==> src/rtl/uart_pkg.sv <==
`default_nettype none
// +--------------------------------------------------------------------+
// | uart_pkg: shared UART types, ZXUNO register map and baud helper.   |
// | Rev 1.0                                                            |
// +--------------------------------------------------------------------+
package uart_pkg;

  typedef enum logic [1:0] {
    ST_IDLE  = 2'd0,
    ST_START = 2'd1,
    ST_DATA  = 2'd2,
    ST_STOP  = 2'd3
  } tx_state_e;

  localparam logic [7:0] UARTDATA = 8'hC6;
  localparam logic [7:0] UARTSTAT = 8'hC7;

  function automatic int calc_period(input int clk_hz, input int bps);
    return clk_hz / bps;
  endfunction

endpackage
`default_nettype wire

==> src/rtl/uart_fifo_sync.sv <==
`default_nettype none
// +--------------------------------------------------------------------+
// | uart_fifo_sync: single-clock show-ahead FIFO with level/full/empty.|
// | Rev 1.0                                                            |
// +--------------------------------------------------------------------+
module uart_fifo_sync #(
  parameter int WIDTH = 8,
  parameter int DEPTH = 16
) (
  input  logic                       clk,
  input  logic                       rst_n,
  input  logic                       push,
  input  logic                       pop,
  input  logic [WIDTH-1:0]           din,
  output logic [WIDTH-1:0]           dout,
  output logic                       full,
  output logic                       empty,
  output logic [$clog2(DEPTH):0]     level
);

  localparam int AW = $clog2(DEPTH);
  localparam int LW = AW + 1;

  logic [WIDTH-1:0] mem_q [DEPTH];
  logic [AW-1:0]    wr_ptr_q, wr_ptr_d;
  logic [AW-1:0]    rd_ptr_q, rd_ptr_d;
  logic [LW-1:0]    level_q, level_d;
  logic             full_q, full_d;
  logic             empty_q, empty_d;
  logic             do_push, do_pop;

  always_comb begin
    do_push  = push & ~full_q;
    do_pop   = pop & ~empty_q;
    wr_ptr_d = do_push ? wr_ptr_q + 1'b1 : wr_ptr_q;
    rd_ptr_d = do_pop  ? rd_ptr_q + 1'b1 : rd_ptr_q;
    level_d  = level_q + LW'(do_push) - LW'(do_pop);
    full_d   = (level_d == LW'(DEPTH));
    empty_d  = (level_d == '0);
  end

  always_ff @(posedge clk) begin
    if (!rst_n) begin
      wr_ptr_q <= '0;
      rd_ptr_q <= '0;
      level_q  <= '0;
      full_q   <= 1'b0;
      empty_q  <= 1'b1;
    end else begin
      wr_ptr_q <= wr_ptr_d;
      rd_ptr_q <= rd_ptr_d;
      level_q  <= level_d;
      full_q   <= full_d;
      empty_q  <= empty_d;
    end
  end

  // Storage needs no reset: entries are only visible once written.
  always_ff @(posedge clk) begin
    if (do_push) mem_q[wr_ptr_q] <= din;
  end

  assign dout  = mem_q[rd_ptr_q];
  assign full  = full_q;
  assign empty = empty_q;
  assign level = level_q;

endmodule
`default_nettype wire

==> src/rtl/uart_tx_fifo.sv <==
`default_nettype none
// +--------------------------------------------------------------------+
// | uart_tx_fifo: buffered 8N1 transmitter with CTS gating, overflow.  |
// | Rev 1.0                                                            |
// +--------------------------------------------------------------------+
module uart_tx_fifo
  import uart_pkg::*;
#(
  parameter int CLK   = 28000000,
  parameter int BPS   = 115200,
  parameter int DEPTH = 16
) (
  input  logic                   clk,
  input  logic                   rst_n,
  input  logic [7:0]             wr_data,
  input  logic                   wr_en,
  input  logic                   cts_n,
  input  logic                   ovf_clr,
  output logic                   full,
  output logic                   empty,
  output logic [$clog2(DEPTH):0] level,
  output logic                   txbusy,
  output logic                   ovf,
  output logic                   tx
);

  localparam int             PERIOD  = calc_period(CLK, BPS);
  localparam int             CW      = (PERIOD > 1) ? $clog2(PERIOD) : 1;
  localparam logic [CW-1:0]  CNT_MAX = CW'(PERIOD - 1);

  tx_state_e   state_q, state_d;
  logic [CW-1:0] cnt_q, cnt_d;
  logic [2:0]  bitcnt_q, bitcnt_d;
  logic [7:0]  shreg_q, shreg_d;
  logic        tx_q, tx_d;
  logic        ovf_q, ovf_d;
  logic        cts_meta_q, cts_meta_d;
  logic        cts_sync_q, cts_sync_d;
  logic        pop;
  logic        cts_ok;
  logic [7:0]  head;

  uart_fifo_sync #(
    .WIDTH (8),
    .DEPTH (DEPTH)
  ) u_fifo (
    .clk   (clk),
    .rst_n (rst_n),
    .push  (wr_en),
    .pop   (pop),
    .din   (wr_data),
    .dout  (head),
    .full  (full),
    .empty (empty),
    .level (level)
  );

  assign cts_ok = ~cts_sync_q;

  always_comb begin
    cts_meta_d = cts_n;
    cts_sync_d = cts_meta_q;
    ovf_d      = ovf_q;
    if (ovf_clr)         ovf_d = 1'b0;
    if (wr_en && full)   ovf_d = 1'b1;

    state_d  = state_q;
    cnt_d    = cnt_q;
    bitcnt_d = bitcnt_q;
    shreg_d  = shreg_q;
    tx_d     = tx_q;
    pop      = 1'b0;

    case (state_q)
      ST_IDLE: begin
        tx_d = 1'b1;
        if (!empty && cts_ok) begin
          pop     = 1'b1;
          shreg_d = head;
          cnt_d   = CNT_MAX;
          tx_d    = 1'b0;
          state_d = ST_START;
        end
      end
      ST_START: begin
        if (cnt_q == '0) begin
          cnt_d    = CNT_MAX;
          bitcnt_d = 3'd7;
          tx_d     = shreg_q[0];
          state_d  = ST_DATA;
        end else begin
          cnt_d = cnt_q - 1'b1;
        end
      end
      ST_DATA: begin
        if (cnt_q == '0) begin
          cnt_d = CNT_MAX;
          if (bitcnt_q == 3'd0) begin
            tx_d    = 1'b1;
            state_d = ST_STOP;
          end else begin
            shreg_d  = shreg_q >> 1;
            tx_d     = shreg_q[1];
            bitcnt_d = bitcnt_q - 1'b1;
          end
        end else begin
          cnt_d = cnt_q - 1'b1;
        end
      end
      ST_STOP: begin
        if (cnt_q == '0) begin
          // Chain straight into the next start bit so frames abut.
          if (!empty && cts_ok) begin
            pop     = 1'b1;
            shreg_d = head;
            cnt_d   = CNT_MAX;
            tx_d    = 1'b0;
            state_d = ST_START;
          end else begin
            tx_d    = 1'b1;
            state_d = ST_IDLE;
          end
        end else begin
          cnt_d = cnt_q - 1'b1;
        end
      end
      default: begin
        tx_d    = 1'b1;
        state_d = ST_IDLE;
      end
    endcase
  end

  always_ff @(posedge clk) begin
    if (!rst_n) begin
      state_q    <= ST_IDLE;
      cnt_q      <= '0;
      bitcnt_q   <= '0;
      shreg_q    <= '0;
      tx_q       <= 1'b1;
      ovf_q      <= 1'b0;
      cts_meta_q <= 1'b1;
      cts_sync_q <= 1'b1;
    end else begin
      state_q    <= state_d;
      cnt_q      <= cnt_d;
      bitcnt_q   <= bitcnt_d;
      shreg_q    <= shreg_d;
      tx_q       <= tx_d;
      ovf_q      <= ovf_d;
      cts_meta_q <= cts_meta_d;
      cts_sync_q <= cts_sync_d;
    end
  end

  assign tx     = tx_q;
  assign ovf    = ovf_q;
  assign txbusy = ~empty | (state_q != ST_IDLE);

endmodule
`default_nettype wire

==> config.mk <==
export PLATFORM = sky130hd
export DESIGN_NAME = uart_tx_fifo
export DESIGN_NICKNAME = d
export VERILOG_FILES = /design/src/rtl/uart_pkg.sv /design/src/rtl/uart_fifo_sync.sv /design/src/rtl/uart_tx_fifo.sv
export SDC_FILE = /design/constraint.sdc
export NUM_CORES = 1
export LEC_CHECK = 0
export CAP_MARGIN = 5
export CORE_MARGIN = 3
export CORE_UTILIZATION = 55
export DETAILED_ROUTE_END_ITERATION = 8
export HOLD_SLACK_MARGIN = 0.03
export PLACE_DENSITY = 0.75
export REMOVE_ABC_BUFFERS = 1
export SETUP_SLACK_MARGIN = 0.4
export SYNTH_ARGS = -nofsm -noshare
export SYNTH_HDL_FRONTEND = slang
export SYNTH_SLANG_ARGS = --single-unit
==> constraint.sdc <==
create_clock -name clk -period 3 [get_ports clk]
set_input_delay 0.6 -clock clk [delete_from_list [all_inputs] [get_ports clk]]
set_output_delay 0.6 -clock clk [all_outputs]
set_load 0.005 [all_outputs]
After elaboration in Yosys (flattened, before gate mapping)
Memories as Yosys holds them, arrays and structs flattened. A register that Yosys moved wholly into a read port is not among the register bits.
Index checks and enable logic that the tools add are counted.
- bits in registers: 40
- latch bits: 0
- memory bits (writable): 128
- ROM bits: 0
- input bits: 13
- output and inout bits: 10
- word-level logic and storage cells: 87
- memories kept: 1
- add/sub/neg operators: 6
- multipliers: 0
- divide/modulo/power cells: 0
- magnitude comparators: 0
- equal/unequal tests: 10
- shift operators: 0
- muxes and demuxes: 35
- bitwise logic cells: 6
- reductions and logical operators: 16
- memories (memory ; words ; bits a word ; read ports ; clocked after Yosys merged registers in ; write ports ; RTL line ; RTL):
    u_fifo.mem_q ; 16 ; 8 ; 1 ; 1 ; 1 ; uart_fifo_sync.sv:24 ; logic [WIDTH-1:0] mem_q [DEPTH];
- operator list (operator ; number):
    $mux W8 ; 7
    $pmux W8 S3 ; 2
    $mux W1 ; 12
    $ne A2 B2 Y1 const B ; 6
    $mux W2 ; 5
    $mux W3 ; 3
    $add A4 B1 Y4 const B ; 2
    $logic_not A8 Y1 ; 1
    $mux W4 ; 2
    $pmux W2 S4 ; 1
    $reduce_and A4 Y1 ; 2
    $sub A8 B1 Y8 const B ; 1
    $pmux W3 S2 ; 1
    $reduce_bool A2 Y1 ; 3
    $add A5 B1 Y5 ; 1
    $eq A5 B5 Y1 const B ; 1
    $logic_not A5 Y1 ; 1
    $reduce_and A5 Y1 ; 1
    $sub A5 B1 Y5 ; 1
    $eq A2 B2 Y1 const B ; 2
    $pmux W1 S4 ; 1
    $logic_not A3 Y1 ; 1
    $not A1 Y1 ; 3
    $reduce_and A3 Y1 ; 1
    10 further kinds ; 12

Depth between registers and ports, before layout
Gate-level depths: netlist of run 1.
- word-level depth: 8
- gate-level depth with buffers: 13
- mapped depth without buffers: 13

Hierarchy
Synthesis of run 1 repeated with hierarchy kept, for this count alone.
- cells, all modules: 483
- area, all modules: 7328.3 µm²
- by module, submodules not included (module ; instances ; cells each ; area an instance (µm²) ; sequential area each (µm²)):
    uart_fifo_sync ; 1 ; 309 ; 5825.6 ; 4224.1
    uart_tx_fifo ; 1 ; 174 ; 1502.7 ; 500.5

Worst setup path after synthesis of run 1
OpenSTA, ideal clock, no wires.
- kind: register to register
- from: reg state_q[0]
- to: reg u_fifo.full_q, in the netlist u_fifo.full
- library setup time: 96 ps
- arrival: 2804 ps
- required time: 2904 ps
- setup slack: 100 ps
- cell stages (with the launch flop): 11
- buffers on the path: 0
- period minus slack after synthesis: 2900 ps
- path through: dfxtp_1 > inv_1 > ha_1 > or3_1 > nor2_1 > ha_1 > inv_1 > ha_1 > fa_1 > or3_1 > nor4b_1
- word-level cells in the longest chain between the ends: 5
- elaborated cells on any way between the ends: 6
- classes of those cells: add/sub: 1; eq/ne: 2; mux: 1; bitwise: 1; reduce/logical: 1
- RTL lines (item ; RTL line ; RTL):
    from (decl) ; uart_tx_fifo.sv:31 ; tx_state_e state_q, state_d;
    from (signal assigned) ; uart_tx_fifo.sv:145 ; state_q <= state_d;
    $eq A2 B2 Y1 or $logic_not A2 Y1 (tied branches) ; uart_tx_fifo.sv:74 ; case (state_q)
    $pmux W1 S2 * ; uart_tx_fifo.sv:74 ;
    $and A1 B1 Y1 * ; uart_fifo_sync.sv:34 ; do_pop = pop & ~empty_q;
    named net u_fifo.do_pop ; uart_fifo_sync.sv:30 ; logic do_push, do_pop;
    $sub A5 B1 Y5 * ; uart_fifo_sync.sv:37 ; level_d = level_q + LW'(do_push) - LW'(do_pop);
    named net u_fifo.level_d[1] ; uart_fifo_sync.sv:27 ; logic [LW-1:0] level_q, level_d;
    $eq A5 B5 Y1 * ; uart_fifo_sync.sv:38 ; full_d = (level_d == LW'(DEPTH));
    to (signal assigned) ; uart_fifo_sync.sv:53 ; full_q <= full_d;
    to (decl) ; uart_fifo_sync.sv:28 ; logic full_q, full_d;
The timed path passes the listed nets; every way through them passes the cells marked *.
A chain may end at the register's enable or synchronous reset.

Worst setup path in the final report of run 1
- from: reg state_q[1]
- to: reg u_fifo.empty_q, in the netlist u_fifo.empty
- word-level cells in the longest chain between the ends: 5
- elaborated cells on any way between the ends: 6
- classes of those cells: add/sub: 1; eq/ne: 1; mux: 1; bitwise: 1; reduce/logical: 2
- RTL lines (item ; RTL line ; RTL):
    $eq A2 B2 Y1 or $logic_not A2 Y1 (tied branches) ; uart_tx_fifo.sv:74 ;
    $pmux W1 S2 * ; uart_tx_fifo.sv:74 ;
    $and A1 B1 Y1 * ; uart_fifo_sync.sv:34 ;
    named net u_fifo.do_pop ; uart_fifo_sync.sv:30 ;
    $sub A5 B1 Y5 * ; uart_fifo_sync.sv:37 ;
    named net u_fifo.level_d[1] ; uart_fifo_sync.sv:27 ;
    $logic_not A5 Y1 * ; uart_fifo_sync.sv:39 ; empty_d = (level_d == '0);
    to (signal assigned) ; uart_fifo_sync.sv:54 ; empty_q <= empty_d;
    to (decl) ; uart_fifo_sync.sv:29 ; logic empty_q, empty_d;
Marked as above.

==> results of run 1 <==
-- repair_timing --
item | in CTS | in global routing
pin swaps | 10 | 6
gates cloned | 0 | 0
setup buffers | 4 | 0
resized for setup | 20 | 10
endpoints found under the setup margin | 3 | 3
-- path summary, 6_finish.rpt --
kind / cells past startpoint / endpoint
setup / recovery: 10 / u_fifo.empty$_SDFF_PN1_
hold / removal: 1 / cts_sync_q$_SDFF_PN1_
setup reg to reg: 10 / u_fifo.empty$_SDFF_PN1_
hold reg to reg: 1 / cts_sync_q$_SDFF_PN1_
-- cells in the mapped netlist (2+ instances only) --
| cell type | number | area, µm² |
|---|---|---|
| edfxtp_1 | 128 | 3840 |
| dfxtp_1 | 44 | 881 |
| mux4_2 | 32 | 721 |
| nor2_1 | 29 | 109 |
| nand2_1 | 27 | 101 |
| a21oi_1 | 25 | 125 |
| ha_1 | 19 | 238 |
| clkbuf_1 | 17 | 63.8 |
| inv_1 | 17 | 63.8 |
| a22o_1 | 13 | 114 |
| o21ai_0 | 12 | 60.1 |
| nor3_1 | 10 | 50.1 |
| nand2b_1 | 9 | 56.3 |
| nand3_1 | 9 | 45.0 |
| a311oi_1 | 7 | 61.3 |
| and2_1 | 7 | 43.8 |
| o21a_1 | 6 | 45.0 |
| buf_4 | 5 | 37.5 |
| nor2b_1 | 5 | 31.3 |
| a21o_1 | 4 | 30.0 |
| a31o_2 | 4 | 35.0 |
| a31oi_1 | 4 | 25.0 |
| o221a_2 | 4 | 45.0 |
| xnor2_1 | 4 | 35.0 |
| a32oi_1 | 3 | 26.3 |
| buf_2 | 3 | 15.0 |
| nand4_1 | 3 | 18.8 |
| nor4b_1 | 3 | 26.3 |
| o31ai_1 | 3 | 22.5 |
| or3_1 | 3 | 18.8 |
| xor2_1 | 3 | 26.3 |
| a22oi_1 | 2 | 15.0 |
| mux2i_1 | 2 | 20.0 |
| nor3b_1 | 2 | 15.0 |
| o211ai_1 | 2 | 15.0 |
| o22ai_1 | 2 | 12.5 |
| or4_1 | 2 | 15.0 |
| or4_4 | 2 | 22.5 |
-- where the power goes --
part / total [µW] / switching [µW] / internal (µW)
Sequential: 2870 / 123 / 2750
Combinational: 1740 / 904 / 834
Clock: 2280 / 948 / 1340
Total: 6890 / 1970 / 4920
-- routing by layer --
metal  global-route usage, %  vias up  share of wire, %
li1                        -     2023                 -
met1                    29.4     2222                41
met2                    35.3      173                51
met3                    5.97       32               6.2
met4                    8.22        0               2.1
met5                       0        -                 0
-- through the flow --
step / setup TNS [ps] / instance area, µm²
2_1_floorplan: -665 / 7170
3_3_place_gp: 0 / 7850
3_5_place_dp: 0 / 7850
4_1_cts: 0 / 8570
5_1_grt: 0 / 8630
6_report: 0 / 8630
-- worst reg2reg max path: stages, from the launching register on --
cell	delay, ps
dfxtp_2	340
inv_2	50
ha_4	230
or3_4	350
nor2_4	130
ha_4	200
inv_2	60
ha_4	130
fa_2	440
or3_4	400
o31ai_2	230
-- kinds of logic (layout without fill, tap and decap cells) --
kind of cell / count (synthesis) / after routing
compound gates: 100 / 100
xor+xnor: 7 / 7
mux: 34 / 34
buf+inv: 43 / 106
simple gates: 116 / 116
fa+ha+maj: 20 / 20
flops: 172 / 172
-- flip-flops by register name, summed over array words and instances (netlist names), named ones only --
signal and flops:
state_q 2, u_fifo.level 5, cts_sync_q 1, cnt_q 8, u_fifo.mem_q 128, ovf 1
shreg_q 8, tx 1, u_fifo.wr_ptr_q 4, u_fifo.empty 1, cts_meta_q 1, bitcnt_q 3
u_fifo.full 1, u_fifo.rd_ptr_q 4
-- area by class of cell --
class                      instances  area share [%]
clock buffer                      19            5.02
clock inverter                    13            2.07
inverter                          17           0.739
multi-input combinational        277            29.1
sequential                       172            54.8
tap                              172            2.49
timing repair buffer              57            5.74
==> qor.tcl, run 1 <==
set qor(outcome) {complete, no violations}
set qor(area_fraction_in_compound_gates_after_synthesis_pct) 9.92
set qor(fp.dieArea_um2) 14700
set qor(grt_setup_unrepaired) {yes}
set qor(cp_data_required_time_ps) 3340
set qor(synth_simple_gate_area_share_pct) 8.17
set qor(post_drt_via_cell_ratio) 6.12
set qor(finalClockSkew_ps) 10.5
set qor(core_area_um2) 12800
set qor(final_max_slew_viol_count) 0
set qor(setup_violations) 0
set qor(drv_cap) 0
set qor(area_of_the_multi_input_gates_um2) 2510
set qor(preCtsSetupSlack_ps) 47.7
set qor(initial_drc_count) 541
set qor(postSynthCellCount) 492
set qor(startpoint) {state_q[1]$_SDFFE_PN0P_}
set qor(post_cts_hold_buffer_count) 0
set qor(clk_pin_slew_ps) 70
set qor(io_buffers) 22
set qor(floorplan.rows) 41
set qor(gp_congestion) 0.898
set qor(p_total_uw) 6890
set qor(max_freq_mhz) 378
set qor(clock_insertion_delay_worst_skew_ps) 430
set qor(finalHoldViolations) 0
set qor(number_of_enable_flip_flop_cells_after_synthesis) 128
set qor(layout_common_cells) {128 x edfxtp_1, 39 x dfxtp_1, 34 x buf_4}
set qor(synthFlopType) {edfxtp_1}
set qor(overflow_after_grt) 0
set qor(tritoncts_clock_tree) {yes}
set qor(insertedDiodeCount) 0
set qor(worst_setup_path_end_kind) {flip-flop}
set qor(1st_pass_router_iterations) 5
set qor(worst_rel_slew_slack_pct) 61.4
set qor(peak_supply_drop_mv) 0.478
set qor(cts.root.buffer_cell) {clkbuf_16}
set qor(ys_types) 54
set qor(area_growth_pct) 18.5
set qor(cp_cell_sequence) {inv_2 -> ha_4 -> or3_4 -> nor2_4 -> ha_4 -> inv_2 -> ha_4 -> fa_2 -> or3_4 -> o31ai_2}
set qor(first_global_vias) 4434
set qor(syn_area_um2) 7290
set qor(initial_antenna_violation_count) 0
set qor(routedWlPerCell_um) 20.6
set qor(synth-seq-area-share_pct) 64.8
set qor(critical_path.top_delay_family) {adder cells}
set qor(global_route.usage.total_pct) 22.1
set qor(reg2reg_slack_ps) 360
set qor(route.detailed.drc) 0
set qor(regArea_um2) 4730
set qor(ant_nets) 0
set qor(grt_pass1_wl_um) 24100
set qor(final_core_utilization_pct) 67.6
set qor(ys_async_sr_fraction_pct) 0
set qor(yosys.area_share.adder_pct) 3.54
set qor(parity_gate_share_of_the_synthesized_area_counting_xor_and_xnor_cells_pct) 0.841
set qor(grt_max_degree) 33
set qor(hold_path.class) {flip-flop to flip-flop}
set qor(critPathArrivalTime_ps) 2980
set qor(cts.htree.levels) 4
set qor(die_height_um) 121
set qor(finalWorstPathRequiredPeriod_ps) 2640
set qor(critical-path-max-stage-delay_ps) 440
set qor(critical_path.reg2reg.startpoint) {state_q[1]$_SDFFE_PN0P_}
set qor(critPathBufInv) 2
set qor(synth_warnings) 0
set qor(nNetsFinal) 575
set qor(max-clock-path-buffers) 2
set qor(worst-setup-path-type) {flip-flop to flip-flop}
set qor(layout-drive-gt1-share_pct) 24.7
set qor(yosys_register_bits) 172
set qor(crit_path_top_delay_cell) {fa_2}
set qor(power.density_cell_area_nw_per_um2) 799
set qor(mostFrequentLayoutCell) {edfxtp_1}
set qor(startpoint_type) {flip-flop}
set qor(holdCritStartpoint) {cts_meta_q$_SDFF_PN1_}
set qor(timing.critical_path.fanout_max) 2
set qor(final.hold.worst_slack_ps) 416
set qor(post-dp-hpwl_um) 9290
set qor(synth.mux.area_fraction_pct) 10.2
set qor(synth_top_family_by_area) {multiplexers}
set qor(floorplan.die.width_um) 121
set qor(fill_cells) 815
set qor(total_leakage_power_uw) 0.00293
set qor(totalWireLength_um) 15000
set qor(numCtsBuffers) 17
set qor(timing_worst_slew_pin_value_ps) 578
set qor(cts_num_sinks) 172
set qor(start_util_pct) 57.0
set qor(final_worst_path_cycle_share_pct) 88.1
set qor(post-route-worst-setup-slack_ps) 357
set qor(placed_cells_incl_taps) 691
set qor(final_cell_count_without_fillers) 727
set qor(postSynthAreaPerCell_um2) 14.8
set qor(routed-via-count) 4450
set qor(critPathMostFrequentCell) {ha_4}
set qor(num_io_pins) 23
Note: power is estimated with default switching activity, not from simulation.
==> inputs of run 2 (changes only) <==
--- a/config.mk
+++ b/config.mk
@@ -6,11 +6,11 @@
 export NUM_CORES = 1
 export LEC_CHECK = 0
 export CAP_MARGIN = 5
-export CORE_MARGIN = 3
-export CORE_UTILIZATION = 55
+export CORE_MARGIN = 2
+export CORE_UTILIZATION = 61
 export DETAILED_ROUTE_END_ITERATION = 8
 export HOLD_SLACK_MARGIN = 0.03
-export PLACE_DENSITY = 0.75
+export PLACE_DENSITY = 0.79
 export REMOVE_ABC_BUFFERS = 1
 export SETUP_SLACK_MARGIN = 0.4
 export SYNTH_ARGS = -nofsm -noshare
==> constraint.sdc (replaced) <==
create_clock -name clk -period 2.9 [get_ports clk]
set_input_delay 0.58 -clock clk [delete_from_list [all_inputs] [get_ports clk]]
set_output_delay 0.58 -clock clk [all_outputs]
set_load 0.005 [all_outputs]
==> qor.tcl, run 2 (same netlist as run 1, synthesis figures left out) <==
set qor(outcome) {complete, no violations}
set qor(timing.critical_path.fanout_max) 2 ;# unchanged
set qor(finalWorstPathRequiredPeriod_ps) 2620 ;# -23.3 ps
set qor(cp_cell_sequence) {inv_2 -> ha_4 -> nor3b_4 -> a31oi_4 -> nor2_2 -> ha_1 -> inv_2 -> ha_4 -> fa_2 -> xor2_1 -> or3_4 -> nor4b_4}
set qor(total_leakage_power_uw) 0.00292 ;# -0.28%
set qor(grt_util_met3_pct) 5.46 ;# -0.50 points
set qor(worst-setup-path-type) {flip-flop to flip-flop}
set qor(routedWlPerCell_um) 22.0 ;# +6.7%
set qor(numCtsBuffers) 17 ;# unchanged
set qor(final_cell_count_without_fillers) 700 ;# -3.7%
set qor(largest_register_ffs) 128 ;# unchanged
set qor(finalHoldViolations) 0 ;# unchanged
set qor(post-dp-hpwl_um) 10100 ;# +8.3%
set qor(grt.busiest_layer) {met2}
set qor(nNetsFinal) 579 ;# +0.70%
set qor(floorplan.die.width_um) 113 ;# -6.4%
set qor(finalClockSkew_ps) 5.62 ;# -4.92 ps
set qor(post_drt_via_cell_ratio) 6.42 ;# +4.9%
set qor(grt_use_met1_pct) 34.4 ;# +5.0 points
set qor(core_area_um2) 11500 ;# -9.8%
set qor(max-clock-path-buffers) 2 ;# unchanged
set qor(grt_pass1_wl_um) 24800 ;# +2.8%
set qor(post_cts_hold_buffer_count) 0 ;# unchanged
set qor(critPathArrivalTime_ps) 2960 ;# -20 ps
set qor(cts_num_sinks) 172 ;# unchanged
set qor(tritoncts_clock_tree) {yes}
set qor(globalRouteMet2Util_pct) 43.2 ;# +7.9 points
set qor(layout_common_cells) {128 x edfxtp_1, 39 x dfxtp_1, 38 x buf_4}
set qor(cp_data_required_time_ps) 3240 ;# -100 ps
set qor(final_max_slew_viol_count) 0 ;# unchanged
set qor(startpoint) {cnt_q[1]$_SDFF_PN0_}
set qor(mostFrequentLayoutCell) {edfxtp_1}
set qor(max_freq_mhz) 382 ;# +0.89%
set qor(crit_path_top_delay_cell) {fa_2}
set qor(worst_setup_path_end_kind) {flip-flop}
set qor(hold_path.class) {flip-flop to flip-flop}
set qor(global_route.usage.total_pct) 25.9 ;# +3.8 points
set qor(grt_setup_unrepaired) {yes}
set qor(overflow_after_grt) 0 ;# unchanged
set qor(gp_congestion) 0.876 ;# -2.5%
set qor(initial_drc_count) 443 ;# -18%
set qor(layout-drive-gt1-share_pct) 24.6 ;# -0.089 points
set qor(routed-via-count) 4496 ;# +1.0%
set qor(placed_cells_incl_taps) 663 ;# -4.1%
set qor(drv_cap) 0 ;# unchanged
set qor(fill_cells) 675 ;# -17%
set qor(timing_worst_slew_pin_value_ps) 626 ;# +47.8 ps
set qor(finalSetupTns_ps) 0 ;# unchanged
set qor(floorplan.rows) 39 ;# -4.9%
set qor(p_total_uw) 6920 ;# +0.46%
set qor(critical-path-max-stage-delay_ps) 350 ;# -90 ps
set qor(first_global_vias) 4448 ;# +0.32%
set qor(io_buffers) 22 ;# unchanged
set qor(start_util_pct) 63.3 ;# +6.2 points
set qor(grt_max_degree) 30 ;# -9.1%
set qor(ant_nets) 0 ;# unchanged
set qor(power.density_cell_area_nw_per_um2) 809 ;# +1.3%
set qor(cts.root.buffer_cell) {clkbuf_16}
set qor(insertedDiodeCount) 0 ;# unchanged
set qor(clk_pin_slew_ps) 60 ;# about the same
set qor(worst_rel_slew_slack_pct) 58.2 ;# -3.2 points
set qor(num_io_pins) 23 ;# unchanged
set qor(totalWireLength_um) 15400 ;# +2.7%
set qor(1st_pass_router_iterations) 6 ;# +1
set qor(initial_antenna_violation_count) 0 ;# unchanged
set qor(final_worst_path_cycle_share_pct) 90.3 ;# +2.2 points
set qor(clock_insertion_delay_worst_skew_ps) 430 ;# about the same
set qor(setup_violations) 0 ;# unchanged
set qor(area_growth_pct) 17.5
set qor(die_height_um) 113 ;# -6.4%
set qor(biggestRegsByFlops) {u_fifo.mem_q: 128 flops, cnt_q: 8 flops, shreg_q: 8 flops}
set qor(holdCritStartpoint) {cts_meta_q$_SDFF_PN1_}
set qor(peak_supply_drop_mv) 0.592 ;# +24%
set qor(critical_path.reg2reg.startpoint) {cnt_q[1]$_SDFF_PN0_}
set qor(route.detailed.drc) 0 ;# unchanged
set qor(cts.htree.levels) 4 ;# unchanged
set qor(startpoint_type) {flip-flop}
set qor(fp.dieArea_um2) 12800 ;# -12%
set qor(max_flop_register) {u_fifo.mem_q}
[run 2: cell types whose count changed in the layout (fill, tap and decap cells not counted), sizes merged]
cell and delta:
clkinv +7, inv -7, buf +4, bufinv -1, clkinvlp -1
[run 2: critical path, delay by kind of cell (launching register included)]
kind / cells / cell delay [ps]
adder cells (fa/ha/maj): 4 / 940
AND/OR/NAND/NOR: 4 / 790
flip-flops: 1 / 330
AO/OA/AOI/OAI: 1 / 230
XOR/XNOR: 1 / 160
buffers and inverters: 2 / 90
[run 2: layout make-up]
| class | instances | area (µm²) | area share, % |
|---|---|---|---|
| clock inverters | 11 | 104 | 1.21 |
| flip-flops and latches | 172 | 4730 | 55.3 |
| inverters | 17 | 63.8 | 0.746 |
| repair buffers | 61 | 526 | 6.14 |
| multi-input cells | 277 | 2520 | 29.5 |
| well taps | 143 | 179 | 2.09 |
| clock buffers | 19 | 433 | 5.06 |
[run 2: what timing repair did]
action	4_1_cts	5_1_grt
setup buffers	5	2
pin swaps	12	3
endpoints found under the setup margin	5	12
gates resized for setup	29	3
[run 2: stage by stage]
stage                     hold slack (ps)  instance area [µm²]  setup slack, ps  utilization, %
after detailed placement              406                 7820             -351            67.9
after global placement                409                 7820            -27.8            67.9
after global routing                  454                 8560              191            74.3
after floorplan                       386                 7170             -370               -
after CTS                             425                 8530              213            74.0
final                                 421                 8560              280            74.3
[run 2: power by group]
part           total, µW  switching [µW]  internal (µW)
clock network       2100             866           1240
logic               1840             944            892
registers           2990             141           2840
total               6920            1950           4970
[run 2: final timing paths]
| path | endpoint | slack (ps) | cells past startpoint |
|---|---|---|---|
| max | u_fifo.full$_SDFF_PN0_ | 280 | 12 |
| max reg2reg | u_fifo.full$_SDFF_PN0_ | 280 | 12 |
| min | cts_sync_q$_SDFF_PN1_ | 420 | 1 |
| min reg2reg | cts_sync_q$_SDFF_PN1_ | 420 | 1 |
[run 2: routing by layer]
metal  up-vias  part of all wire [%]
li1       2030                     -
met1      2295                    42
met2       142                    52
met3        29                   4.5
met4         0                   1.9
met5         -                     0
==> inputs of run 3 (changes only) <==
--- a/config.mk
+++ b/config.mk
@@ -12,7 +12,8 @@
 export HOLD_SLACK_MARGIN = 0.03
 export PLACE_DENSITY = 0.79
 export REMOVE_ABC_BUFFERS = 1
-export SETUP_SLACK_MARGIN = 0.4
+export SETUP_SLACK_MARGIN = 0.1
+export SKIP_CTS_REPAIR_TIMING = 1
 export SYNTH_ARGS = -nofsm -noshare
 export SYNTH_HDL_FRONTEND = slang
 export SYNTH_SLANG_ARGS = --single-unit
==> qor.tcl, run 3 (same netlist as run 1, synthesis figures left out) <==
set qor(layout-drive-gt1-share_pct) 23.6 ;# -1.0 points
set qor(nNetsFinal) 574 ;# -0.86%
set qor(io_buffers) 22 ;# unchanged
set qor(p_total_uw) 6840 ;# -1.2%
set qor(grt_pass1_wl_um) 24400 ;# -1.9%
set qor(cp_data_required_time_ps) 3240 ;# about the same
set qor(cts_num_sinks) 172 ;# unchanged
set qor(gp_congestion) 0.876 ;# unchanged
set qor(routed-via-count) 4488 ;# -0.18%
set qor(post_dp_cell_area_um2) 7820 ;# unchanged
set qor(ant_nets) 0 ;# unchanged
set qor(critical_path.reg2reg.startpoint) {cnt_q[0]$_SDFF_PN0_}
set qor(grt_setup_unrepaired) {no}
set qor(max_flop_register) {u_fifo.mem_q}
set qor(finalWorstPathRequiredPeriod_ps) 2690 ;# +68.9 ps
set qor(global_route.usage.total_pct) 25.5 ;# -0.35 points
set qor(routedWlPerCell_um) 21.8 ;# -0.84%
set qor(layout_common_cells) {128 x edfxtp_1, 40 x dfxtp_1, 33 x buf_4}
set qor(setup_violations) 0 ;# unchanged
set qor(insertedDiodeCount) 0 ;# unchanged
set qor(start_util_pct) 63.3 ;# unchanged
set qor(worstHoldPathCells) 1 ;# unchanged
set qor(critical-path-max-stage-delay_ps) 390 ;# +40 ps
set qor(timing.reg2reg.worst_path_depth) 12 ;# unchanged
set qor(final_cell_count_without_fillers) 695 ;# -0.71%
set qor(route.detailed.drc) 0 ;# unchanged
set qor(initial_drc_count) 374 ;# -16%
set qor(critPathArrivalTime_ps) 3030 ;# +70 ps
set qor(drv_cap) 0 ;# unchanged
set qor(first_global_vias) 4372 ;# -1.7%
set qor(power.density_cell_area_nw_per_um2) 804 ;# -0.62%
set qor(post-dp-hpwl_um) 10100 ;# unchanged
set qor(fp.dieArea_um2) 12800 ;# unchanged
set qor(floorplan.rows) 39 ;# unchanged
set qor(clock_insertion_delay_worst_skew_ps) 420 ;# about the same
set qor(core_area_um2) 11500 ;# unchanged
set qor(worst_r2r_endpoint) {u_fifo.full$_SDFF_PN0_}
set qor(final_worst_path_cycle_share_pct) 92.7 ;# +2.4 points
set qor(cts.htree.levels) 4 ;# unchanged
set qor(reg2reg_slack_ps) 210 ;# -70 ps
set qor(final_design_area_no_fill_um2) 8510 ;# -0.58%
set qor(final_max_slew_viol_count) 0 ;# unchanged
set qor(die_height_um) 113 ;# unchanged
set qor(post-route-worst-setup-slack_ps) 211 ;# -68.9 ps
set qor(critPathMostFrequentCell) {ha_4}
set qor(outcome) {complete, no violations}
set qor(worst-setup-path-type) {flip-flop to flip-flop}
set qor(holdPathEnd) {cts_sync_q$_SDFF_PN1_}
set qor(post_drt_via_cell_ratio) 6.46 ;# +0.54%
set qor(max_freq_mhz) 372 ;# -2.6%
set qor(overflow_after_grt) 0 ;# unchanged
set qor(floorplan.die.width_um) 113 ;# unchanged
set qor(total_leakage_power_uw) 0.00289 ;# -0.98%
set qor(timing_worst_slew_pin_value_ps) 630 ;# +4.71 ps
set qor(peak_supply_drop_mv) 0.588 ;# -0.79%
set qor(num_io_pins) 23 ;# unchanged
set qor(placed_cells_incl_taps) 663 ;# unchanged
set qor(cts.root.buffer_cell) {clkbuf_16}
set qor(finalHoldViolations) 0 ;# unchanged
set qor(biggestRegsByFlops) {u_fifo.mem_q: 128 flops, cnt_q: 8 flops, shreg_q: 8 flops}
set qor(initial_antenna_violation_count) 0 ;# unchanged
set qor(clk_pin_slew_ps) 60 ;# about the same
set qor(timing.critical_path.fanout_max) 3 ;# +1
set qor(1st_pass_router_iterations) 5 ;# -1
set qor(fill_cells) 686 ;# +1.6%
set qor(worst_setup_path_end_kind) {flip-flop}
set qor(hold_path.class) {flip-flop to flip-flop}
set qor(area_growth_pct) 16.8
set qor(startpoint_type) {flip-flop}
set qor(preCtsSetupSlack_ps) -351 ;# unchanged
set qor(cp_cell_sequence) {inv_2 -> ha_4 -> nor3b_4 -> a31oi_4 -> nor2_4 -> ha_4 -> inv_2 -> ha_4 -> fa_2 -> xor2_1 -> or3_4 -> nor4b_4}
set qor(holdCritStartpoint) {cts_meta_q$_SDFF_PN1_}
set qor(finalClockSkew_ps) 4.99 ;# -0.626 ps
set qor(worst_rel_slew_slack_pct) 57.8 ;# -0.32 points
set qor(totalWireLength_um) 15200 ;# -1.5%
set qor(largest_register_ffs) 128 ;# unchanged
set qor(crit_path_top_delay_cell) {fa_2}
set qor(numCtsBuffers) 17 ;# unchanged
set qor(tritoncts_clock_tree) {yes}
set qor(grt_max_degree) 30 ;# unchanged
set qor(mostFrequentLayoutCell) {edfxtp_1}
set qor(max-clock-path-buffers) 2 ;# unchanged
run 3: changes by cell type in the layout (fill, tap and decap cells not counted), sizes merged:
cell,before,now
buf,39,34
run 3: power breakdown:
part | leakage, µW | internal [µW] | switching (µW) | total, µW
clock | 0.000265 | 1240 | 854 | 2090
sequential | 0.00152 | 2840 | 141 | 2980
combinational | 0.00111 | 853 | 913 | 1770
total | 0.00289 | 4930 | 1910 | 6840
run 3: metrics by stage:
stage | util [%] | hold slack, ps | TNS (ps)
after floorplan | - | 386 | -965
after global placement | 67.9 | 409 | -27.8
after detailed placement | 67.9 | 406 | -500
after CTS | 72.6 | 425 | -593
after global routing | 73.9 | 454 | 0
final | 73.9 | 424 | 0
run 3: cell type report:
cell class | instances | area, µm² | share of cell area, %
multi-input combinational | 277 | 2510 | 29.5
clock inverter | 11 | 104 | 1.22
timing repair buffer | 56 | 488 | 5.73
inverter | 17 | 63.8 | 0.750
clock buffer | 19 | 433 | 5.09
tap | 143 | 179 | 2.10
sequential | 172 | 4730 | 55.6
run 3: how the worst max path moves through the flow:
| stage | slack [ps] | to | start | depth (start not counted) |
|---|---|---|---|---|
| floorplan | -370 | u_fifo.full$_SDFF_PN0_ | cnt_q[0]$_SDFF_PN0_ | 11 |
| global placement | -30 | u_fifo.full$_SDFF_PN0_ | cnt_q[0]$_SDFF_PN0_ | 13 |
| detailed placement | -350 | u_fifo.full$_SDFF_PN0_ | cnt_q[0]$_SDFF_PN0_ | 13 |
| CTS | -370 | u_fifo.full$_SDFF_PN0_ | cnt_q[0]$_SDFF_PN0_ | 13 |
| global route | 120 | u_fifo.full$_SDFF_PN0_ | cnt_q[0]$_SDFF_PN0_ | 12 |
| finish | 210 | u_fifo.full$_SDFF_PN0_ | cnt_q[0]$_SDFF_PN0_ | 12 |
run 3: critical path, delay by kind of cell (launching register included):
kind | cells | cell delay, ps
buffers and inverters | 2 | 90
and+or+nand+nor | 4 | 830
DFF | 1 | 330
xor gates and xnor gates | 1 | 160
adders and majority gates | 4 | 970
AOI/OAI and AO/OA | 1 | 210
run 3: metal layers:
metal,routed length [µm],part of all wire [%],GRT usage (%)
met1,6270,41,34.2
met2,7800,51,41.5
met3,758,5.0,5.62
met4,357,2.4,9.92
met5,0,0,0
